===== src/rtl/mem_arb_pkg.sv =====
// Shared types and constants for the IF/MEM memory-port arbiter.
// The MEM_ARB_RR_EN macro (see mem_arbiter.sv) selects round-robin arbitration.
package mem_arb_pkg;

    typedef enum logic [1:0] {
        IDLE   = 2'd0,
        ACCESS = 2'd1,
        DONE   = 2'd2
    } state_t;

    typedef enum logic {
        OWN_IF  = 1'b0,
        OWN_MEM = 1'b1
    } owner_t;

    // Address bit that selects the slower UART space.
    localparam int UART_BIT = 29;

endpackage


===== src/rtl/mem_arb_grant.sv =====
// Combinational winner selection between the fetch and load/store requesters.
// With MEM_ARB_RR_EN defined, simultaneous requests alternate using rr_last.
module mem_arb_grant
    import mem_arb_pkg::*;
(
    input  logic   if_req,
    input  logic   mem_req,
`ifdef MEM_ARB_RR_EN
    input  owner_t rr_last,
`endif
    output logic   gnt_valid,
    output owner_t gnt_owner
);

    always_comb begin
        gnt_valid = if_req | mem_req;
        gnt_owner = mem_req ? OWN_MEM : OWN_IF;
`ifdef MEM_ARB_RR_EN
        // Only a tie consults the pointer; a lone requester always wins.
        if (if_req && mem_req) begin
            gnt_owner = (rr_last == OWN_MEM) ? OWN_IF : OWN_MEM;
        end
`endif
    end

endmodule


===== src/rtl/mem_arbiter.sv =====
// Shares the MMU port between instruction fetch and load/store with IDLE/ACCESS/DONE sequencing.
// Optional macro MEM_ARB_RR_EN: round-robin on simultaneous requests (default: MEM over IF).
module mem_arbiter
    import mem_arb_pkg::*;
#(
    parameter int RAM_WAIT  = 1,
    parameter int UART_WAIT = 2,
    parameter int CNT_W     = 4
) (
    input  logic        clk,
    input  logic        rst,
    input  logic        if_req,
    input  logic [31:0] if_addr,
    output logic [31:0] if_rdata,
    output logic        if_ready,
    input  logic        mem_req,
    input  logic        mem_we,
    input  logic [31:0] mem_addr,
    input  logic [31:0] mem_wdata,
    input  logic        mem_byte,
    output logic [31:0] mem_rdata,
    output logic        mem_ready,
    output logic        stall,
    output logic        mmu_read,
    output logic        mmu_write,
    output logic [31:0] mmu_addr,
    output logic [31:0] mmu_wdata,
    output logic        mmu_bytemode,
    input  logic [31:0] mmu_rdata
);

    localparam logic [CNT_W-1:0] RAM_LOAD  = CNT_W'(RAM_WAIT - 1);
    localparam logic [CNT_W-1:0] UART_LOAD = CNT_W'(UART_WAIT - 1);

    state_t             state_q, state_d;
    logic [CNT_W-1:0]   cnt_q, cnt_d;
    owner_t             owner_q, owner_d;
    logic [31:0]        addr_q, addr_d;
    logic [31:0]        wdata_q, wdata_d;
    logic               we_q, we_d;
    logic               byte_q, byte_d;
    logic [31:0]        if_rdata_q, if_rdata_d;
    logic [31:0]        mem_rdata_q, mem_rdata_d;
    logic               if_ready_q, if_ready_d;
    logic               mem_ready_q, mem_ready_d;
    logic               mmu_read_q, mmu_read_d;
    logic               mmu_write_q, mmu_write_d;

    logic               gnt_valid;
    owner_t             gnt_owner;

`ifdef MEM_ARB_RR_EN
    owner_t             rr_q, rr_d;
`endif

    mem_arb_grant u_grant (
        .if_req    (if_req),
        .mem_req   (mem_req),
`ifdef MEM_ARB_RR_EN
        .rr_last   (rr_q),
`endif
        .gnt_valid (gnt_valid),
        .gnt_owner (gnt_owner)
    );

    always_comb begin
        state_d     = state_q;
        cnt_d       = cnt_q;
        owner_d     = owner_q;
        addr_d      = addr_q;
        wdata_d     = wdata_q;
        we_d        = we_q;
        byte_d      = byte_q;
        if_rdata_d  = if_rdata_q;
        mem_rdata_d = mem_rdata_q;
        if_ready_d  = 1'b0;
        mem_ready_d = 1'b0;
        mmu_read_d  = 1'b0;
        mmu_write_d = 1'b0;
`ifdef MEM_ARB_RR_EN
        rr_d        = rr_q;
`endif
        case (state_q)
            IDLE: begin
                if (gnt_valid) begin
                    owner_d = gnt_owner;
                    if (gnt_owner == OWN_MEM) begin
                        addr_d  = mem_addr;
                        wdata_d = mem_wdata;
                        we_d    = mem_we;
                        byte_d  = mem_byte;
                    end else begin
                        addr_d  = if_addr;
                        wdata_d = 32'd0;
                        we_d    = 1'b0;
                        byte_d  = 1'b0;
                    end
                    cnt_d       = addr_d[UART_BIT] ? UART_LOAD : RAM_LOAD;
                    mmu_read_d  = ~we_d;
                    mmu_write_d = we_d;
                    state_d     = ACCESS;
`ifdef MEM_ARB_RR_EN
                    rr_d        = gnt_owner;
`endif
                end
            end
            ACCESS: begin
                if (cnt_q != '0) begin
                    cnt_d       = cnt_q - CNT_W'(1);
                    mmu_read_d  = ~we_q;
                    mmu_write_d = we_q;
                end else begin
                    // Last strobe cycle: mmu_rdata is valid now, stores leave rdata alone.
                    if (!we_q) begin
                        if (owner_q == OWN_MEM) mem_rdata_d = mmu_rdata;
                        else                    if_rdata_d  = mmu_rdata;
                    end
                    if (owner_q == OWN_MEM) mem_ready_d = 1'b1;
                    else                    if_ready_d  = 1'b1;
                    state_d = DONE;
                end
            end
            DONE:    state_d = IDLE;
            default: state_d = IDLE;
        endcase
    end

    always_ff @(posedge clk) begin
        if (rst) begin
            state_q     <= IDLE;
            cnt_q       <= '0;
            owner_q     <= OWN_IF;
            addr_q      <= '0;
            wdata_q     <= '0;
            we_q        <= 1'b0;
            byte_q      <= 1'b0;
            if_rdata_q  <= '0;
            mem_rdata_q <= '0;
            if_ready_q  <= 1'b0;
            mem_ready_q <= 1'b0;
            mmu_read_q  <= 1'b0;
            mmu_write_q <= 1'b0;
`ifdef MEM_ARB_RR_EN
            rr_q        <= OWN_MEM;
`endif
        end else begin
            state_q     <= state_d;
            cnt_q       <= cnt_d;
            owner_q     <= owner_d;
            addr_q      <= addr_d;
            wdata_q     <= wdata_d;
            we_q        <= we_d;
            byte_q      <= byte_d;
            if_rdata_q  <= if_rdata_d;
            mem_rdata_q <= mem_rdata_d;
            if_ready_q  <= if_ready_d;
            mem_ready_q <= mem_ready_d;
            mmu_read_q  <= mmu_read_d;
            mmu_write_q <= mmu_write_d;
`ifdef MEM_ARB_RR_EN
            rr_q        <= rr_d;
`endif
        end
    end

    assign if_rdata     = if_rdata_q;
    assign if_ready     = if_ready_q;
    assign mem_rdata    = mem_rdata_q;
    assign mem_ready    = mem_ready_q;
    assign mmu_read     = mmu_read_q;
    assign mmu_write    = mmu_write_q;
    assign mmu_addr     = addr_q;
    assign mmu_wdata    = wdata_q;
    assign mmu_bytemode = byte_q;
    assign stall        = (if_req & ~if_ready_q) | (mem_req & ~mem_ready_q);

endmodule


===== config.mk =====
export PLATFORM = sky130hd
export DESIGN_NAME = mem_arbiter
export DESIGN_NICKNAME = d
export VERILOG_FILES = /design/src/rtl/mem_arb_pkg.sv /design/src/rtl/mem_arb_grant.sv /design/src/rtl/mem_arbiter.sv
export SDC_FILE = /design/constraint.sdc
export NUM_CORES = 1
export LEC_CHECK = 0
export BUFFER_PORTS_ARGS = -buffer_cell sky130_fd_sc_hd__buf_2
export CAP_MARGIN = 25
export CORE_UTILIZATION = 49
export CTS_CLUSTER_DIAMETER = 30
export DETAILED_ROUTE_END_ITERATION = 7
export MAX_ROUTING_LAYER = met4
export PLACE_DENSITY = 0.85
export RECOVER_POWER = 100
export REMOVE_ABC_BUFFERS = 1
export SETUP_SLACK_MARGIN = 0.15
export SKIP_LAST_GASP = 1
export SLEW_MARGIN = 20
export SYNTH_ARGS = -nofsm -noshare
export SYNTH_HDL_FRONTEND = slang
export SYNTH_SLANG_ARGS = --single-unit

===== constraint.sdc =====
create_clock -name clk -period 5 [get_ports clk]
set_input_delay 0.5 -clock clk [delete_from_list [all_inputs] [get_ports clk]]
set_output_delay 0.5 -clock clk [all_outputs]
set_load 0.02 [all_outputs]

# Word level (Yosys, flattened, before mapping)
# Cells that the tools add are included.
# W data, S select, Z words.
word_totals:
  out_inout_bits: 134
  reg_bits: 141
  word_cells: 62
  in_bits: 134
classes:
  n_eq_ne: 4
  mux: 24
  n_addsub: 1
  bitwise: 11
  reduce_logical: 9
ops:
  columns: ["operator", "n"]
  rows:
  - ["$mux W32", 4]
  - ["$mux W1", 12]
  - ["$mux W4", 2]
  - ["$pmux W4 S2", 1]
  - ["$reduce_and A4 Y1", 2]
  - ["$not A1 Y1", 7]
  - ["$ne A2 B2 Y1 const B", 3]
  - ["$mux W2", 2]
  - ["$pmux W1 S2", 2]
  - ["$pmux W2 S2", 1]
  - ["$reduce_and A2 Y1", 2]
  - ["$reduce_bool A4 Y1", 1]
  - ["$sub A4 B1 Y4 const B", 1]
  - ["$reduce_and A3 Y1", 1]
  - ["$reduce_or A3 Y1", 1]
  - ["$and A1 B1 Y1", 2]
  - ["$eq A2 B1 Y1 const B", 1]
  - ["$logic_not A2 Y1", 1]
  - ["$or A1 B1 Y1", 2]
  - ["$reduce_bool A2 Y1", 1]

# Depth between registers and ports, before layout
depth:
  ltp_word: 7
  ltp_mapped: 6
  depth_no_buf: 5

# Hierarchy
# From an unflattened synthesis, not the netlist that was laid out.
unflattened:
  cells_unflattened: 519
  area_unflattened_um2: 5322.6
modules_own_cells:
  columns: ["mod", "n_inst", "cells_per_inst", "seq_area_each_um2", "area_each_um2"]
  rows:
  - ["mem_arbiter", 1, 517, 2822.7, 5308.8]
  - ["mem_arb_grant", 1, 2, 0.0, 13.8]

# Worst setup path after synthesis
# OpenSTA, ideal clock, no wires.
synth_path:
  path_kind: "reg2reg"
  start: "register cnt_q[0]"
  end: "register if_rdata_q[10] (netlist: if_rdata[10])"
  period_less_slack_ps: 1769
  setup_time_ps: 72
  stages_incl_launch_ff: 7
  setup_slack_ps: 3231
  required_ps: 4928
  n_path_buf: 1
  arrival_ps: 1697
  cell_sequence: "dfxtp_1 -> inv_1 -> ha_1 -> or3b_4 -> nor4_4 -> buf_6 -> mux2i_1"
synth_between:
  elab_chain_len: 3
synth_rtl:
  columns: ["element", "line", "source"]
  rows:
  - ["start: declaration", "mem_arbiter.sv:36", "logic [CNT_W-1:0] cnt_q, cnt_d;"]
  - ["start signal: assignment", "mem_arbiter.sv:148", "cnt_q <= cnt_d;"]
  - ["$reduce_bool A4 Y1", "mem_arbiter.sv:108", "if (cnt_q != '0) begin"]
  - ["$not A1 Y1 (no source line)", null, null]
  - ["$reduce_and A4 Y1 (no source line)", null, null]
  - ["end signal: assignment", "mem_arbiter.sv:154", "if_rdata_q <= if_rdata_d;"]
  - ["end: declaration", "mem_arbiter.sv:42", "logic [31:0] if_rdata_q, if_rdata_d;"]
# No other way between the ends.
# A chain may end at the register's enable or synchronous reset.

# Worst setup path after layout
layout_path:
  start: "register cnt_q[0]"
  end: "register mem_rdata_q[11] (netlist: mem_rdata[11])"
layout_between:
  elab_chain_len: 3
layout_rtl:
  columns: ["element", "line", "source"]
  rows:
  - ["$reduce_bool A4 Y1", "mem_arbiter.sv:108", null]
  - ["$not A1 Y1 (no source line)", null, null]
  - ["$reduce_and A4 Y1 (no source line)", null, null]
  - ["end signal: assignment", "mem_arbiter.sv:155", "mem_rdata_q <= mem_rdata_d;"]
  - ["end: declaration", "mem_arbiter.sv:43", "logic [31:0] mem_rdata_q, mem_rdata_d;"]
# No other way between the ends.

==> results.txt <==
DRT Wirelength -> 14.2 mm
Power Dens Cells -> 416 nW/µm²
Worst path arrival time -> 3.50 ns
IO Pins -> 268
Core box area -> 10500 µm²
Tot Pwr -> 2970 µW
Max-Cap Viols -> 2
Sink of the worst hold path -> mmu_wdata[25]
CTS resizes -> 0
Hold path cells -> 2
CP Data Required Time -> 5.29 ns
Root buf cell -> clkbuf_8
Synth Area in Simple Gates -> 10.1%
Post-layout nets -> 909
Adder-cell area share of the yosys netlist -> 0.464%
Pin count of the biggest net entering global routing -> 97
Max Fclk -> 312 MHz
Vias/cell -> 5.24
Vias in the first global route -> 4722
Compound-Gate Fraction of Synth Area -> 15.1%
Reg2reg start -> cnt_q[0]
Post-synth EDFFs -> 0
First-pass GRT wire length -> 22.6 mm
Worst r2r dst -> mem_rdata[11]
Initial antenna violation count -> 0
Syn Inst Count -> 523
Tightest Hold Check Type -> input port to flip-flop
RSZ-0062 raised after global routing -> no
Hold path startpoint -> mem_wdata[25]
Die area -> 11400 µm²
Setup-failing EPs final -> 0
Post-synthesis xor/xnor area fraction -> 0%
Starting density of the core -> 51.3%
Antenna Nets Post-Route -> 0
Post-CTS Setup Inserts -> 0
Layout area overhead -> 32.3%
DR WL/cell -> 15.5 µm
Flops & latches, synth -> 141
Synth cell types -> 42
Tot GR Track Use -> 25.9%
Die W -> 107 µm
Avg Inst Size Synth -> 10.3 µm²
Pre-antenna DRT Iters -> 6
Failing checks -> max-capacitance violations, max-slew violations
CTS Hold Bufs -> 0
Ant diodes -> 0
Primary FF master, synth -> dfxtp_1
Congestion Overflow GR -> 0
Worst slew pin tran -> 2.41 ns
Worst-path maximum fanout -> 32
Synthesis Warnings -> 0
Layout cells sized above 1 -> 22.6%
Pleak -> 0.00318 µW
Clock Path Buffers -> 2
Final Hold Fails -> 0
TritonCTS Buffers -> 17
DRC -> 0
Final core occ -> 67.8%
Minimum clock period -> 3.21 ns
DP HPWL -> 10.2 mm
Critical Path Source Type -> flip-flop
Main combinational cell family by area after synthesis -> multiplexers
Final worst-path cycle share -> 64.1%
Slew headroom -> -60.4%
Sequential area share after synthesis -> 52.4%
Share of synthesized area spent on multiplexers -> 17.9%
FF-to-FF path depth -> 6
Crit path kind -> flip-flop to flip-flop
H-tree Lvls -> 4
Fin Hold WS -> 0.192 ns
# rows -> 37
Worst skew pair latency -> 0.51 ns
Pre-CTS setup slack -> 2.46 ns
Iter 0 DRT Violations -> 254
Async set or reset register ratio after synthesis -> 0%
Total Neg Setup Slack -> 0 ns
Final max-slew violation count -> 68
GP Congestion -> 0.872
Total clock sinks -> 141
Run status -> finished, violations left
IO buf count -> 267
Clock skew -> 0.00716 ns
DR vias -> 4830
CP Capture Type -> flip-flop
CTS tree -> built
Flop2flop setup slack -> 1.79 ns
Clock transition at the registers of the reported paths -> 0.06 ns
Final setup margin -> 1.79 ns
Die Y -> 107 µm
Mapped cell area -> 5390 µm²
Peak VDD IR -> 0.228 mV
## how the worst max path moves through the flow
stage	from	end	slack [ns]
CTS	mem_req	stall	2.84
finish	cnt_q[0]	mem_rdata[11]	1.79
floorplan	cnt_q[0]	if_rdata[0]	2.18
global placement	mem_req	mmu_addr[21]	2.57
detailed placement	mem_req	mmu_addr[25]	2.46
global route	cnt_q[0]	mem_rdata[24]	1.53
## worst max-delay path, stage by stage (launching register included)
cell      delay [ns]
dfxtp_1         0.36
inv_1           0.09
ha_1            0.21
nor3b_1         0.23
nand4b_1        0.12
clkbuf_1        1.71
mux2i_1         0.26
## synth_stat cells, types with 2 or more instances
| cell type | instances | area, µm² |
|---|---|---|
| buf_2 | 12 | 60.1 |
| or4_1 | 2 | 15.0 |
| buf_6 | 3 | 33.8 |
| o21ai_0 | 3 | 15.0 |
| nand3_1 | 3 | 15.0 |
| a21oi_1 | 34 | 170 |
| clkbuf_1 | 24 | 90.1 |
| o221ai_1 | 2 | 17.5 |
| mux2i_1 | 95 | 951 |
| or3_1 | 2 | 12.5 |
| a22o_1 | 33 | 289 |
| ha_1 | 2 | 25.0 |
| a21boi_0 | 2 | 15.0 |
| nand2_1 | 96 | 360 |
| nor2_1 | 5 | 18.8 |
| nor2b_1 | 2 | 12.5 |
| inv_1 | 5 | 18.8 |
| a211oi_1 | 32 | 240 |
| buf_1 | 3 | 11.3 |
| dfxtp_1 | 141 | 2820 |
## cell type report
type                            instances  area (µm²)
Multi-Input combinational cell        334        2340
Sequential cell                       141        2820
Fill cell                             858        3380
Timing Repair Buffer                  273        1210
Clock buffer                           18         428
Clock inverter                         14         136
Inverter                                6        22.5
Tap cell                              136         170
## power by group
group / switching (µW) / internal, µW / total [µW]
Clock: 484 / 681 / 1160
Combinational: 338 / 185 / 523
Sequential: 58.4 / 1220 / 1280
## registers in the layout, indices dropped and copies added, names as in the netlist
signal and flops:
cnt_q 4, if_rdata 32, if_ready 1, mem_rdata 32
mem_ready 1, mmu_addr 32, mmu_bytemode 1, mmu_read 1
mmu_wdata 32, mmu_write 1, owner_q 1, state_q 2
we_q 1
## cells by family after synthesis
group                      count (synthesis)
AOI/OAI and AO/OA                        114
adders and majority gates                  2
buffers and inverters                     48
DFF                                      141
muxes                                     96
and+or+nand+nor                          122
## cell usage in the layout, fill, tap and decap left out, drive strengths merged, types with 2 or more instances in the layout
cell / n
a211oi: 32
a21boi: 3
a21oi: 35
a22o: 33
buf: 137
clkbuf: 154
clkinv: 6
clkinvlp: 3
dfxtp: 141
ha: 2
inv: 10
mux2i: 95
nand2: 96
nand3: 3
nor2: 5
nor2b: 2
nor4: 2
o21ai: 3
o221ai: 2
or2: 2
or3: 2
or4: 2
## through the flow
step,std cells,cell area (µm²)
2_1_floorplan,481,5190
3_3_place_gp,890,6760
3_5_place_dp,890,6760
4_1_cts,922,7320
5_1_grt,922,7130
6_report,922,7130
## routing by layer
metal	track usage (%)	part of all wire, %
met4	13.2	3.2
met5	-	0
met1	29.6	40
met3	5.47	5.6
met2	43.0	51
No activity file was read; power rests on OpenSTA's default activity.
